File: src/rtl/vga_timing_if.sv
// Raster timing bundle: pixel/line counters, sync and blanking levels, tick and start strobes.
interface vga_timing_if;
    logic [10:0] hc;
    logic [10:0] vc;
    logic        hsync;
    logic        vsync;
    logic        blank;
    logic        pix_tick;
    logic        line_start;
    logic        frame_start;

    modport master (output hc, vc, hsync, vsync, blank, pix_tick, line_start, frame_start);
    modport slave  (input  hc, vc, hsync, vsync, blank, pix_tick, line_start, frame_start);
endinterface

File: src/rtl/vga_timing_gen.sv
// VGA raster timing generator: every output is a flop, derived from next-state counters so all
// fields describe the same pixel; free-running, no backpressure.
module vga_timing_gen #(
    parameter int H_VISIBLE = 1024,
    parameter int H_FP      = 24,
    parameter int H_SYNC    = 136,
    parameter int H_BP      = 160,
    parameter int V_VISIBLE = 768,
    parameter int V_FP      = 3,
    parameter int V_SYNC    = 6,
    parameter int V_BP      = 29,
    parameter bit HSYNC_POL = 1'b0,
    parameter bit VSYNC_POL = 1'b0,
    parameter int CLK_DIV   = 1
) (
    input  logic         clk,
    input  logic         rst,
    vga_timing_if.master vga
);
    localparam int H_TOTAL = H_VISIBLE + H_FP + H_SYNC + H_BP;
    localparam int V_TOTAL = V_VISIBLE + V_FP + V_SYNC + V_BP;

    if (H_TOTAL > 2048 || V_TOTAL > 2048) begin : g_total_check
        $error("vga_timing_gen: H_TOTAL and V_TOTAL must not exceed 2048");
    end
    if (CLK_DIV < 1 || CLK_DIV > 16) begin : g_div_check
        $error("vga_timing_gen: CLK_DIV must be within 1..16");
    end

    localparam logic [10:0] H_LAST   = 11'(H_TOTAL - 1);
    localparam logic [10:0] V_LAST   = 11'(V_TOTAL - 1);
    localparam logic [10:0] H_VIS    = 11'(H_VISIBLE);
    localparam logic [10:0] V_VIS    = 11'(V_VISIBLE);
    localparam logic [10:0] HS_FIRST = 11'(H_VISIBLE + H_FP);
    localparam logic [10:0] HS_LAST  = 11'(H_VISIBLE + H_FP + H_SYNC - 1);
    localparam logic [10:0] VS_FIRST = 11'(V_VISIBLE + V_FP);
    localparam logic [10:0] VS_LAST  = 11'(V_VISIBLE + V_FP + V_SYNC - 1);
    localparam logic [3:0]  DIV_LAST = 4'(CLK_DIV - 1);

    logic [3:0]  dcnt;
    logic [3:0]  dcnt_nxt;
    logic        tick_nxt;
    logic [10:0] hc_nxt;
    logic [10:0] vc_nxt;
    // Marks that the presented hc==0 was reached by a wrap, not by reset.
    logic        wrapped;
    logic        wrap_nxt;

    always_comb begin
        dcnt_nxt = (dcnt == DIV_LAST) ? 4'd0 : dcnt + 4'd1;
        tick_nxt = (dcnt_nxt == DIV_LAST);
        hc_nxt   = vga.hc;
        vc_nxt   = vga.vc;
        wrap_nxt = wrapped;
        if (vga.pix_tick) begin
            wrap_nxt = (vga.hc == H_LAST);
            if (vga.hc == H_LAST) begin
                hc_nxt = 11'd0;
                vc_nxt = (vga.vc == V_LAST) ? 11'd0 : vga.vc + 11'd1;
            end else begin
                hc_nxt = vga.hc + 11'd1;
            end
        end
    end

    always_ff @(posedge clk) begin
        if (rst) begin
            dcnt            <= 4'd0;
            wrapped         <= 1'b0;
            vga.hc          <= 11'd0;
            vga.vc          <= 11'd0;
            vga.pix_tick    <= 1'b0;
            vga.hsync       <= ~HSYNC_POL;
            vga.vsync       <= ~VSYNC_POL;
            vga.blank       <= 1'b0;
            vga.line_start  <= 1'b0;
            vga.frame_start <= 1'b0;
        end else begin
            dcnt            <= dcnt_nxt;
            wrapped         <= wrap_nxt;
            vga.hc          <= hc_nxt;
            vga.vc          <= vc_nxt;
            vga.pix_tick    <= tick_nxt;
            vga.hsync       <= (hc_nxt >= HS_FIRST && hc_nxt <= HS_LAST) ? HSYNC_POL : ~HSYNC_POL;
            vga.vsync       <= (vc_nxt >= VS_FIRST && vc_nxt <= VS_LAST) ? VSYNC_POL : ~VSYNC_POL;
            vga.blank       <= (hc_nxt >= H_VIS) || (vc_nxt >= V_VIS);
            vga.line_start  <= wrap_nxt & tick_nxt;
            vga.frame_start <= wrap_nxt & tick_nxt & (vc_nxt == 11'd0);
        end
    end
endmodule

File: src/flat_wrapper.sv
// flat-port wrapper written by rule: the top's interface ports become plain ports
module vga_timing_gen_flat 
#(
    parameter int H_VISIBLE = 1024,
    parameter int H_FP      = 24,
    parameter int H_SYNC    = 136,
    parameter int H_BP      = 160,
    parameter int V_VISIBLE = 768,
    parameter int V_FP      = 3,
    parameter int V_SYNC    = 6,
    parameter int V_BP      = 29,
    parameter bit HSYNC_POL = 1'b0,
    parameter bit VSYNC_POL = 1'b0,
    parameter int CLK_DIV   = 1
)
  (clk, rst, vga_hc, vga_vc, vga_hsync, vga_vsync, vga_blank, vga_pix_tick, vga_line_start, vga_frame_start);
  vga_timing_if vga_i ();
  input  logic clk;
  input  logic rst;
  output wire logic [$bits(vga_i.hc)-1:0] vga_hc;
  output wire logic [$bits(vga_i.vc)-1:0] vga_vc;
  output wire logic [$bits(vga_i.hsync)-1:0] vga_hsync;
  output wire logic [$bits(vga_i.vsync)-1:0] vga_vsync;
  output wire logic [$bits(vga_i.blank)-1:0] vga_blank;
  output wire logic [$bits(vga_i.pix_tick)-1:0] vga_pix_tick;
  output wire logic [$bits(vga_i.line_start)-1:0] vga_line_start;
  output wire logic [$bits(vga_i.frame_start)-1:0] vga_frame_start;
  assign vga_hc = vga_i.hc;
  assign vga_vc = vga_i.vc;
  assign vga_hsync = vga_i.hsync;
  assign vga_vsync = vga_i.vsync;
  assign vga_blank = vga_i.blank;
  assign vga_pix_tick = vga_i.pix_tick;
  assign vga_line_start = vga_i.line_start;
  assign vga_frame_start = vga_i.frame_start;
  vga_timing_gen #(.H_VISIBLE(H_VISIBLE), .H_FP(H_FP), .H_SYNC(H_SYNC), .H_BP(H_BP), .V_VISIBLE(V_VISIBLE), .V_FP(V_FP), .V_SYNC(V_SYNC), .V_BP(V_BP), .HSYNC_POL(HSYNC_POL), .VSYNC_POL(VSYNC_POL), .CLK_DIV(CLK_DIV)) u_core (.clk(clk), .rst(rst), .vga(vga_i));
endmodule
File: config.mk
export PLATFORM = sky130hd
export DESIGN_NAME = vga_timing_gen_flat
export DESIGN_NICKNAME = d
export VERILOG_FILES = /design/src/rtl/vga_timing_if.sv /design/src/rtl/vga_timing_gen.sv /design/src/flat_wrapper.sv
export SDC_FILE = /design/constraint.sdc
export NUM_CORES = 1
export LEC_CHECK = 0
export BUFFER_PORTS_ARGS = -buffer_cell sky130_fd_sc_hd__buf_2
export CAP_MARGIN = 20
export CELL_PAD_IN_SITES_DETAIL_PLACEMENT = 1
export CELL_PAD_IN_SITES_GLOBAL_PLACEMENT = 1
export CORE_MARGIN = 2
export CORE_UTILIZATION = 35
export CTS_CLUSTER_DIAMETER = 50
export DETAILED_ROUTE_END_ITERATION = 6
export PLACE_DENSITY = 0.78
export SYNTH_ARGS = -nofsm -noshare
export SYNTH_HDL_FRONTEND = slang
export SYNTH_SLANG_ARGS = --single-unit
File: constraint.sdc
create_clock -name clk -period 5.3 [get_ports clk]
set_clock_uncertainty 0.1 [all_clocks]
set_input_delay 0.53 -clock clk [delete_from_list [all_inputs] [get_ports clk]]
set_output_delay 0.53 -clock clk [all_outputs]
set_load 0.1 [all_outputs]
After elaboration in Yosys (flattened, before gate mapping)
Index checks and enable logic that the tools add are counted.
Operators by class
  add/subtract/negate cells: 3
  $lt $le $gt $ge: 6
  equal/unequal tests: 2
  multiplexer cells: 9
  bitwise gates (word level): 2
  reductions and logical operators: 6
Operators with widths (count)
  11-bit 2-to-1 mux: 5
  11-bit by 1-bit adder with 11-bit output, second input constant: 2
  11-bit by 10-bit greater-or-equal comparator with 1-bit output, second input constant: 2
  11-bit greater-or-equal comparator, second input constant: 2
  11-bit by 10-bit equality test with 1-bit output, second input constant: 1
  11-bit equality test, second input constant: 1
  11-bit by 10-bit less-or-equal comparator with 1-bit output, second input constant: 1
  11-bit less-or-equal comparator, second input constant: 1
  11-bit logical NOT: 1
  4-bit logical NOT: 2
  4-bit by 1-bit adder with 4-bit output, second input constant: 1
  4-bit 2-to-1 mux: 1
  1-bit 2-to-1 mux: 3
  1-bit bitwise AND: 2
  1-bit logical AND: 2
  1-bit logical OR: 1
Storage, ports and cells
  bits in registers: 33
  input port bits: 2
  output and inout port bits: 28
  word-level logic and storage cells: 38

Logic depth before layout (Yosys ltp)
Gate-level depths: netlist (run 1).
  depth in word-level cells: 7
  mapped depth: 10
  gate-level depth less buffers: 8

Worst setup path after synthesis (run 1)
Ideal clock, no wire load.
  kind: reg2reg
  start: register u_core.vga.hc[0]
  end: register u_core.vga.vsync
  library setup time: 0.124 ns
  arrival: 2.781 ns
  data required time: 5.076 ns
  setup slack: 2.294 ns
  cell stages (with the launch flop): 11
  path buffers: 3
  clock period less this slack: 3.006 ns
  cell sequence: dfxtp_1 -> ha_1 -> and3_1 -> buf_2 -> and4_1 -> buf_4 -> buf_6 -> nand4_2 -> mux2i_1 -> nand4_1 -> a2111o_1
Between the ends
  word-level cells in the longest chain between the ends: 6
  elaborated cells between the ends (all ways): 7
  classes of those cells: 2 x order compare; 1 x eq/ne; 3 x mux; 1 x reduce/logical
Ends and longest elaborated chain
  from (decl): line vga_timing_if.sv:12  | modport master (output hc, vc, hsync, vsync, blank, pix_tick, line_start, frame_start);
  from (signal assigned): line vga_timing_gen.sv:81  | vga.hc <= hc_nxt;
  11-bit equality test (*): line vga_timing_gen.sv:57  | if (vga.hc == H_LAST) begin
  11-bit 2-to-1 mux (*): line vga_timing_gen.sv:57
  11-bit 2-to-1 mux (*): line vga_timing_gen.sv:55  | if (vga.pix_tick) begin
  11-bit by 10-bit greater-or-equal comparator with 1-bit output or 11-bit by 10-bit less-or-equal comparator with 1-bit output (tied branches): line vga_timing_gen.sv:85  | vga.vsync <= (vc_nxt >= VS_FIRST && vc_nxt <= VS_LAST) ? VSYNC_POL : ~VSYNC_POL;
  1-bit logical AND (*): line vga_timing_gen.sv:85
  1-bit 2-to-1 mux (*): line vga_timing_gen.sv:85
  to (signal assigned): line vga_timing_gen.sv:74  | vga.vsync <= ~VSYNC_POL;
  to (signal assigned): line vga_timing_gen.sv:85
  to (decl): line vga_timing_if.sv:12
Mark *: on every way between the ends. The rest lies on a longest branch, timed or not.
A chain may end at the register's enable or synchronous reset.

Worst setup path in the final report (run 1)
Same ends and word-level chain as after synthesis.

==> results.md, run 1 <==
- The run finished with clean final reports.
- Counting flops with an async set or reset pin after synthesis yields a share of 0%.
- Once the floorplan was initialized, standard cells occupied 36.48% of the core.
- The final layout contains routed wiring with a total length of 4246 um.
- The sink count of the clock tree is 33.
- For this design the ratio of total power to cell area is 276.3 nW/um^2.
- Clock-pin slew was measured on the worst setup and hold paths at 0.07 ns.
- The floorplan step set the die height to 74.16 um.
- The number of endpoints with negative hold slack in the final report is 0.
- The worst setup path is captured at a register.
- The via count of the first global-routing pass was 1463.
- After routing the design area is 1964 sq um.
- Setup repair after global routing left no endpoint under its margin.
- TritonCTS built the clock tree.
- The setup TNS is 0 ns.
- For the worst setup path, the data required time is 5.38 ns.
- At the pin with the least slew margin, the transition time is 0.6045 ns.
- During synthesis, Yosys emitted a total of 0 warnings.
- The total vias in the final route is 1497.
- The total of hold buffers inserted after clock tree synthesis is 0.
- The most used cell along the critical path is nand3_1.
- The weighted congestion reported at the end of routability-driven placement is 0.8489.
- The clock passes through at most 2 buffers.
- The cell family contributing the most delay on the critical path is simple AND/OR/NAND/NOR gates.
- The signal on the critical path passes through ha_1 > and3_1 > and4_1 > nand3_1 > xnor2_1 > nand3_1 > a2111o_1.
- The nature of the critical path startpoint is a register.
- The critical path buffer and inverter count is 0.
- The post-synthesis net count is 209.
- Relative to the synthesized area, the layout overhead comes to 14.02%.
- The clock network latency to the later pin of the worst-skew pair is 0.30 ns.
- In this run the tool buffered the top-level ports with 29 buffer cells.
- Once placement finished, the instance area stood at 1882 sq um.
- The static leakage is 0.8500 nW.
- The first detailed-routing pass ran for 4 iterations.
- The final core utilization is 41.59%.
- The critical path is of the register to register type.
- The pre-CTS worst setup slack is 2.568 ns.
- The library cell used most frequently in the layout, excluding fill and tap cells, is dfxtp_1.
- In the layout the commonest cells are 33 x dfxtp_1, 29 x buf_2, 26 x nor2_1, 15 x nand2_1.
- The number of antenna violations at the first check in global routing is 0.
- The I/O pin total is 30.
- Subtracting the final worst setup slack from the clock period gives 2.759 ns.
- The headroom to the max-slew limit is 59.70%.
- Dividing the detail-routed wire length by the instance count gives 14.44 um.
- In this run, synthesis inferred 0 flip-flops with an integrated enable.
- The sequential area share after synthesis is 38.34%.
- The final setup violation count is 0.
- The number of antenna-violating nets in the routed design is 0.
- Once layout is complete, the cells apart from fillers number 294.
- The count of distinct cell types in the synthesized netlist is 46.
- The first global-routing pass estimated 7189 um of wire.
- In the synthesized netlist the dominant register cell turns out to be dfxtp_1.
- The final-stage net count is 233.
- The H-tree level count is 2.
- Dividing the detail-routed via count by the number of cells gives 5.092.
- Cells with a size suffix above 1 make up 18.50% of the layout.
- Counting tap cells, the placed design contains a total of 286 instances.
- The largest single stage delay on the critical path is 0.63 ns.
- The number of placement rows is 25.
- The number of cells produced by synthesis is 202.
- The number of design-rule violations left by the first detailed-router iteration is 46.
- The least setup slack across all paths after layout is 2.541 ns.
- The CTS root buffer is clkbuf_8.
- The residual DRC count is 0.
- The max-slew violation count was 0.
- The average cell area after synthesis is 8.529 sq um.
- Buffers inserted during clock tree synthesis total 5.
- The share of the cycle needed by the critical path after routing is 52.06%.
- After filler insertion, the fill cell instance count of the layout stands at 582.
- The post-cts gate resize count is 0.
- Entering global routing, the biggest net connects 28 pins.
- The die width is 74.16 um.
- The fmax is 362.5 MHz.
- The setup fix buffers added after clock tree synthesis is 0.
- The worst path arrival time is 2.84 ns.
- The flip-flop and latch count after synthesis is 33.
- The peak ir drop on the vdd network is 0.1234 mV.
- The maximum fanout count along the critical path is 18.
- The floorplan step defined a die boundary enclosing 5500 sq um.
- The min-delay analysis places its worst path in the category register to register.
- In the global route stage, overall resource usage came out at 17.39%.
- The number of antenna diodes in the final layout is 0.
- Summing every instance area after synthesis gives 1723 sq um.
- The final global-route overflow total is 0.
- The placed wire-length estimate after detailed placement is 3074 um.
- The max-cap check violation count is 0.
- The core region is 4723 sq um.
- The slowest stage cell on the critical path is and4_1.
-- synth_stat cells, drive strengths merged (2+ instances only) --
cell    instances  share of area, %
ha              5               3.6
nor4            2               1.1
o21ai           2              0.58
a21oi          11               3.2
and4            2               1.0
inv             4              0.87
a31oi           2              0.73
nor2           26               5.7
nand4           8               3.6
nand3b          2              0.87
clkbuf          6               1.4
and3            8               2.9
and2            3               1.1
mux2i           3               1.7
nor3           12               3.8
nand3          11               3.2
xnor2           8               4.1
nand2b          6               2.2
o22ai           2              0.73
dfxtp          33                38
xor2            9               4.6
buf             6               2.7
nand2          15               3.3
-- worst min-delay path, delay by kind of cell, from the launching register on --
family           cells  cell delay, ns
AND/OR/NAND/NOR      1            0.08
AO/OA/AOI/OAI        1            0.07
flip-flops           1            0.30
-- metal layers --
| metal | vias to the layer above | global-route usage, % | share of wire, % |
|---|---|---|---|
| met3 | 6 | 4.065 | 3.2 |
| li1 | 762 | - | - |
| met1 | 699 | 23.26 | 49 |
| met4 | 0 | 8.485 | 1.6 |
| met5 | - | 0 | 0 |
| met2 | 30 | 26.39 | 46 |
-- area by class of cell --
type	count	area [sq um]	share of cell area, %
inverter	4	15.01	0.7643
sequential	33	660.6	33.63
multi-input combinational	153	977.2	49.75
clock buffer	6	72.57	3.694
clock inverter	2	10.01	0.5096
timing repair buffer	29	145.1	7.389
tap	67	83.83	4.268
-- power by group --
part	switching (mW)	internal (mW)
Sequential	0.0147	0.257
Clock	0.0951	0.0909
Combinational	0.0658	0.0191
-- cells by family after synthesis --
| family | Yosys count | share of synthesized area [%] |
|---|---|---|
| simple gates | 100 | 31.74 |
| compound gates | 28 | 10.97 |
| fa+ha+maj | 5 | 3.631 |
| flops | 33 | 38.34 |
| mux | 3 | 1.743 |
| xor+xnor | 17 | 8.642 |
| buf+inv | 16 | 4.937 |
-- path summary, 6_finish.rpt --
kind | slack, ns | to | start | cells after the start
min | 0.39 | u_core.wrapped | u_core.wrapped | 2
min reg2reg | 0.39 | u_core.wrapped | u_core.wrapped | 2
max | 2.54 | u_core.vga.vsync | u_core.vga.hc[0] | 7
max reg2reg | 2.54 | u_core.vga.vsync | u_core.vga.hc[0] | 7
-- state kept, by name (all words and copies together), names as in the netlist --
register,cells
u_core.vga.hc,11
u_core.vga.vc,11
u_core.dcnt,4
u_core.vga.blank,1
u_core.vga.frame_start,1
u_core.vga.hsync,1
u_core.vga.line_start,1
u_core.vga.pix_tick,1
u_core.vga.vsync,1
u_core.wrapped,1
-- metrics by stage --
| stage | power, mW | hold WS [ns] |
|---|---|---|
| 2_1_floorplan | 0.3507 | 0.3598 |
| 3_3_place_gp | 0.3609 | 0.3714 |
| 3_5_place_dp | 0.3628 | 0.3845 |
| 4_1_cts | 0.5483 | 0.3939 |
| 5_1_grt | 0.5727 | 0.4420 |
| 6_report | 0.5427 | 0.3898 |
(Power assumes the default switching activity.)
==> run 2, diff against run 1 <==
==> constraint.sdc (replaced) <==
create_clock -name clk -period 2.9 [get_ports clk]
set_clock_uncertainty 0.1 [all_clocks]
set_input_delay 0.29 -clock clk [delete_from_list [all_inputs] [get_ports clk]]
set_output_delay 0.29 -clock clk [all_outputs]
set_load 0.1 [all_outputs]
==> run 2 against run 1 <==
Effect of this change: final area increased by 1.6%; clock-buffer cell count increased by 2; maximum frequency grew 7.5%; sequential share of layout area shrank 0.34 points; sequential power rose by 80%; via count increased by 3.1%; critical path depth is the same; worst setup slack worse by 2.2 ns; die area did not move; largest cell class unchanged; highest routed layer unchanged.
==> results.md, run 2 (synthesis results as in run 1) <==
- The final setup violation count is 0 (unchanged).
- The worst path arrival time is 2.63 ns (-0.21 ns).
- The delay of the slowest cell on the worst path is 0.52 ns (-0.11 ns).
- The total internal power is 0.6826 mW (+86%).
- The peak ir drop on the vdd network is 0.1867 mV (+51%).
- The origin of the worst setup path is u_core.vga.hc[0].
- The critical path capture point type is a register.
- The total length of routed wires is 4182 um (-1.5%).
- The total die area came to 5500 sq um (unchanged).
- The residual DRC count is 0 (unchanged).
- The origin of the critical flop-to-flop path is u_core.vga.hc[0].
- The area of the core region is 4723 sq um (unchanged).
- The height of the die came to 74.16 um (unchanged).
- The clock-pin transition on the worst setup and hold timing paths was 0.07 ns (about the same).
- The combinational group share of total power came to 17.3% (+1.7 points).
- The final core utilization is 42.25% (+0.66 points).
- The share of the cycle needed by the critical path after routing is 88.48% (+36 points).
- The switching power as a share of total power was 31.17% (-1.2 points).
- The number of design-rule violations left by the first detailed-router iteration is 73 (+59%).
- The maximum fanout count along the critical path came to 13 (-5).
- The placed instance count is 290 (+1.4%).
- The placed wire-length estimate after detailed placement was 3090 um (+0.51%).
- The most used cell along the critical path is nand3_1.
- The endpoint required time on the critical path is 2.96 ns (-2.42 ns).
- The vias per cell is 5.178 (+1.7%).
- The setup TNS is 0 ns (unchanged).
- In this run the most critical hold path is launched from rst.
- The number of antenna-violating nets in the routed design is 0 (unchanged).
- The synthesis-to-finish area growth is 15.83%.
- The iteration count of the initial detailed-routing pass came to 4 (unchanged).
- The switching power summed over all nets is 0.3091 mW (+76%).
- The H-tree level count is 2 (unchanged).
- The global router's overall resource usage was 16.93% (-0.46 points).
- The number of antenna violations at the first check in global routing is 0 (unchanged).
- The number of endpoints with negative hold slack in the final report is 0 (unchanged).
- The global-route wire length before repair is 7044 um (-2.0%).
- The effective utilization at floorplan is 36.48% (unchanged).
- The final-stage net count came to 237 (+1.7%).
- The total clock buffers created by CTS was 5 (unchanged).
- The via count of the first global-routing pass was 1459 (-0.27%).
- The average wire per cell in the routed design is 14.03 um (-2.8%).
- The fmax is 389.7 MHz (+7.5%).
- The sink count of the clock tree came to 33 (unchanged).
- The nature of the critical path startpoint is a register.
- The clock tree from TritonCTS is built.
- The post-cts gate resize count came to 0 (unchanged).
- The proportion of power drawn by the clock network was 33.4% (-0.9 points).
- The cell sitting at the root of the clock tree is a clkbuf_8.
- The static leakage is 0.8671 nW (+2.0%).
- The worst setup path is of the register to register kind.
- The largest registers in the layout are u_core.vga.hc: 11 flops, u_core.vga.vc: 11 flops, u_core.dcnt: 4 flops.
- The power density of the placed cells is 496.9 nW/um^2 (+80%).
- The clock network latency to the later pin of the worst-skew pair was 0.28 ns (-0.02 ns).
- The I/O pin total is 30 (unchanged).
- The tightest min-delay check is of the primary input to register type.
- The setup fix buffers added after clock tree synthesis is 0 (unchanged).
- The final global-route overflow total came to 0 (unchanged).
- The largest net degree at the start of global routing came to 28 (unchanged).
- The sequential share of power was 49.3% (-0.8 points).
- The largest individual stage delay along the critical path comes from the cell and4_1.
- The number of placement rows was 25 (unchanged).
- The library cells used most frequently in the layout, excluding fill and tap cells, are 30 x dfxtp_1, 29 x buf_2, 26 x nor2_1, 15 x nand2_1.
- The total of hold buffers inserted after clock tree synthesis came to 0 (unchanged).
- The number of inserted diodes came to 0 (unchanged).
- Leaving out fill and tap cells, the most frequent cell in the layout is dfxtp_1.
- The slew at the pin closest to its max-slew limit came to 0.5107 ns (-0.09383 ns).
- The maximum count of clock buffers along a single path is 2 (unchanged).
- The max-cap check violation count is 0 (unchanged).
- The total vias in the final route is 1543 (+3.1%).
- The weighted congestion reported at the end of routability-driven placement was 0.8825 (+4.0%).
- The number of standard cells in the final layout excluding fillers was 298 (+1.4%).
- The port buffer count is 29 (unchanged).
- Setup repair after global routing left no endpoint under its margin.
- Walking the worst path, the cells encountered are ha_1 > and3_1 > and4_1 > nand3_1 > xnor2_1 > nand3_1 > a2111o_1.
- The headroom to the max-slew limit came to 65.95% (+6.3 points).
- The max-slew violation count is 0 (unchanged).
- The share of cells above drive strength 1 is 20.35% (+1.8 points).
- The die width came to 74.16 um (unchanged).
- The flow ran to the end, and the final reports show no timing, DRC or antenna violations.
- The time the worst path needs with I/O delays and setup is 2.566 ns (-0.1930 ns).
## run 2: layout make-up
type	instances	area [sq um]
Clock buffer	8	80.08
Fill cell	574	2728
Inverter	4	15.01
Multi-Input combinational cell	153	977.2
Sequential cell	33	664.4
Tap cell	67	83.83
Timing Repair Buffer	33	175.2
## run 2: power groups by stage
stage,combinational [mW],clock [mW],sequential (mW)
6_report,0.172,0.331,0.489
4_1_cts,0.176,0.345,0.490
5_1_grt,0.188,0.365,0.493
3_5_place_dp,0.175,0,0.500
3_3_place_gp,0.171,0,0.499
2_1_floorplan,0.0622,0,0.581
## run 2: worst paths after layout
path	slack (ns)	cells after the start	to
max	0.33	7	u_core.vga.vsync
min	0.36	2	u_core.dcnt[3]
max reg2reg	0.33	7	u_core.vga.vsync
min reg2reg	0.39	2	u_core.wrapped
## run 2: stage by stage
| stage | setup slack (ns) | total power [mW] | instance area [sq um] | hold WS, ns |
|---|---|---|---|---|
| floorplan | 0.01022 | 0.6427 | 1727 | 0.3598 |
| global placement | 0.4475 | 0.6694 | 1916 | 0.3731 |
| detailed placement | 0.3533 | 0.6747 | 1916 | 0.3833 |
| CTS | 0.3329 | 1.010 | 1996 | 0.3644 |
| global route | 0.09345 | 1.045 | 1996 | 0.3838 |
| finish | 0.3340 | 0.9917 | 1996 | 0.3596 |
## run 2: critical path, delay by kind of cell (launching register included)
| kind | cells | cell delay (ns) |
|---|---|---|
| AOI/OAI and AO/OA | 1 | 0.36 |
| xor gates and xnor gates | 1 | 0.30 |
| adders and majority gates | 1 | 0.22 |
| DFF | 1 | 0.36 |
| and+or+nand+nor | 4 | 1.11 |
## run 2: routing by layer
layer,vias up,wire length [um],GRT usage [%]
met5,-,0,0
met4,0,50,6.869
met3,4,146,5.285
met2,25,1901,25.69
met1,743,2084,22.37
li1,771,-,-
==> run 3, diff against run 2 <==
--- a/config.mk
+++ b/config.mk
@@ -5,7 +5,6 @@
 export SDC_FILE = /design/constraint.sdc
 export NUM_CORES = 1
 export LEC_CHECK = 0
-export BUFFER_PORTS_ARGS = -buffer_cell sky130_fd_sc_hd__buf_2
 export CAP_MARGIN = 20
 export CELL_PAD_IN_SITES_DETAIL_PLACEMENT = 1
 export CELL_PAD_IN_SITES_GLOBAL_PLACEMENT = 1
@@ -13,7 +12,8 @@
 export CORE_UTILIZATION = 35
 export CTS_CLUSTER_DIAMETER = 50
 export DETAILED_ROUTE_END_ITERATION = 6
-export PLACE_DENSITY = 0.78
+export DONT_BUFFER_PORTS = 1
+export PLACE_DENSITY = 0.71
 export SYNTH_ARGS = -nofsm -noshare
 export SYNTH_HDL_FRONTEND = slang
 export SYNTH_SLANG_ARGS = --single-unit
==> run 3 against run 2 <==
Effect of this change: maximum frequency rose by 1.2%; routed wire length grew 5.5%; final cell count decreased by 2.0%; worst hold slack lost 0.31 ns; sequential power shrank 0.8%; non-clock buffer count decreased by 6; critical path depth unchanged; register-to-register slack improved by 0.03 ns; sequential share of layout area shrank 0.83 points; clock-buffer cell count down 1; worst setup slack better by 0.029 ns.
==> results.md, run 3 (synthesis results as in run 1) <==
- The run finished with clean final reports.
- The post-route cell area came to 2047 sq um (+2.6%).
- The clock network latency to the later pin of the worst-skew pair is 0.29 ns (about the same).
- The die width is 74.16 um (unchanged).
- The global-route track usage on met1 is 22.53% (+0.16 points).
- The post-cts gate resize count came to 0 (unchanged).
- Setup repair after global routing left no endpoint under its margin.
- The final core utilization was 43.34% (+1.1 points).
- The area of the core region is 4723 sq um (unchanged).
- The weighted congestion reported at the end of routability-driven placement came to 0.7700 (-13%).
- The worst reg2reg path depth came to 7 (unchanged).
- The average wire per cell in the routed design is 15.11 um (+7.7%).
- The power density of the placed cells is 514.5 nW/um^2 (+3.5%).
- The maximum count of clock buffers along a single path is 2 (unchanged).
- The number of placement rows was 25 (unchanged).
- The number of endpoints with negative hold slack in the final report came to 0 (unchanged).
- The destination of the worst hold path is u_core.vga.hc[10].
- The startpoint identified for the worst hold timing path is rst.
- The number of inserted diodes is 0 (unchanged).
- The headroom to the max-slew limit came to 35.20% (-31 points).
- The critical path capture point type is a register.
- The startpoint identified for the worst register-to-register timing path is u_core.vga.hc[0].
- The setup TNS was 0 ns (unchanged).
- The routing usage on met2 is 29.86% (+4.2 points).
- The number of antenna-violating nets in the routed design is 0 (unchanged).
- The static leakage was 0.8534 nW (-1.6%).
- The worst path arrival time is 2.62 ns (about the same).
- The share of cells above drive strength 1 is 19.11% (-1.2 points).
- By startpoint and endpoint, the worst setup path is classified as register to register.
- The peak ir drop on the vdd network came to 0.2702 mV (+45%).
- The effective utilization at floorplan came to 36.48% (unchanged).
- The clock tree from TritonCTS is built.
- The placed wire-length estimate after detailed placement is 3226 um (+4.4%).
- The height of the die is 74.16 um (unchanged).
- The max-slew violation count is 0 (unchanged).
- The maximum fanout count along the critical path is 13 (unchanged).
- The total clock buffers created by CTS was 5 (unchanged).
- The time the worst path needs with I/O delays and setup is 2.537 ns (-0.02938 ns).
- The final global-route overflow total is 0 (unchanged).
- The port buffer count is 0 (-100%).
- The fmax is 394.2 MHz (+1.2%).
- The sink count of the clock tree is 33 (unchanged).
- The residual DRC count is 0 (unchanged).
- The met3 capacity usage during global routing is 4.336% (-0.95 points).
- The final setup violation count was 0 (unchanged).
- The final-stage net count is 231 (-2.5%).
- The count of cells along the worst hold path came to 1 (-1).
- The largest registers in the layout are u_core.vga.hc: 11 flops, u_core.vga.vc: 11 flops, u_core.dcnt: 4 flops.
- The worst min-delay path category is primary input to register.
- The number of design-rule violations left by the first detailed-router iteration is 48 (-34%).
- The number of antenna violations at the first check in global routing is 0 (unchanged).
- The H-tree level count was 2 (unchanged).
- The global-route wire length before repair is 7410 um (+5.2%).
- The iteration count of the initial detailed-routing pass is 4 (unchanged).
- The clock-pin transition on the worst setup and hold timing paths is 0.07 ns (about the same).
- The worst-case register-to-register setup slack is 0.36 ns (+0.03 ns).
- The max-cap check violation count is 0 (unchanged).
- The layout filler cell count is 567 (-1.2%).
- The I/O pin total is 30 (unchanged).
- The total vias in the final route is 1501 (-2.7%).
- Leaving out fill and tap cells, the most frequent cell in the layout is dfxtp_1.
- In the layout the commonest cells are 30 x dfxtp_1, 26 x nor2_1, 26 x buf_4, 15 x nand2_1.
- The busiest layer in global routing is met2.
- The total die area came to 5500 sq um (unchanged).
- The global router's overall resource usage is 17.79% (+0.86 points).
- The largest net degree at the start of global routing is 25 (-11%).
- The total length of routed wires was 4412 um (+5.5%).
- The vias per cell is 5.140 (-0.72%).
- The slew at the pin closest to its max-slew limit is 0.9707 ns (+0.4600 ns).
- The end of the worst register-to-register path is u_core.vga.frame_start.
- The synthesis-to-finish area growth is 18.81%.
- The endpoint required time on the critical path is 2.98 ns (+0.02 ns).
- The via count of the first global-routing pass was 1524 (+4.5%).
- The post-placement cell area is 1936 sq um (+1.0%).
- The nature of the critical path startpoint is a register.
- The share of the cycle needed by the critical path after routing is 87.47% (-1.0 points).
- The CTS root buffer is clkbuf_8.
==> run 3: cell count changes in the layout (fill, tap and decap cells not counted) <==
cell and delta:
clkbuf_8 +2, clkinv_2 +1, buf_4 +22, clkbuf_1 -3, buf_2 -29, dlygate4sd3_1 +1
==> run 3: cell type report <==
cell class / count / area (sq um) / share of cell area (%)
Clock buffer: 7 / 96.34 / 4.707
Clock inverter: 1 / 5.005 / 0.2445
Inverter: 4 / 15.01 / 0.7335
Multi-Input combinational cell: 153 / 977.2 / 47.74
Sequential cell: 33 / 664.4 / 32.46
Tap cell: 67 / 83.83 / 4.095
Timing Repair Buffer: 27 / 205.2 / 10.02
==> run 3: per-stage QoR <==
step	setup WS [ns]	hold WS [ns]	power [mW]	instances
finish	0.3634	0.05042	1.053	292
global route	0.1435	0.04834	1.099	292
CTS	0.3645	0.04235	1.068	292
detailed placement	0.3685	0.2597	0.6737	283
global placement	0.4093	0.2591	0.6711	283
floorplan	0.01022	0.3598	0.6427	202
==> run 3: repair_timing <==
| item | in CTS | in global routing |
|---|---|---|
| hold buffers | 1 | 0 |
| hold endpoints to repair | 24 | 0 |
| setup buffers | 0 | 0 |
==> run 3: worst max-delay path by stage <==
stage,start,endpoint,cells after the start
floorplan,u_core.vga.pix_tick,u_core.vga.vsync,10
global placement,u_core.vga.hc[6],u_core.vga.frame_start,6
detailed placement,u_core.vga.hc[0],u_core.vga.frame_start,7
CTS,u_core.vga.hc[0],u_core.vga.frame_start,7
global route,u_core.vga.hc[0],u_core.vga.vsync,7
finish,u_core.vga.hc[0],u_core.vga.frame_start,7
==> run 3: report_power, final <==
group          switching (mW)  internal, mW
Clock                   0.171         0.215
Sequential             0.0136         0.471
Combinational           0.135        0.0478
==> run 3: metal layers <==
layer	wire length, um	up-vias
met2	2108	30
met5	0	-
li1	-	753
met4	41	0
met1	2084	714
met3	176	4
==> run 3: worst max-delay path, cell delays in order, from the launching register on <==
cell and delay, ns:
dfxtp_2 0.33, ha_1 0.21, and3_1 0.31, and4_1 0.52, nand3_1 0.17, xor2_1 0.26
nand4_1 0.20, nor4_1 0.34
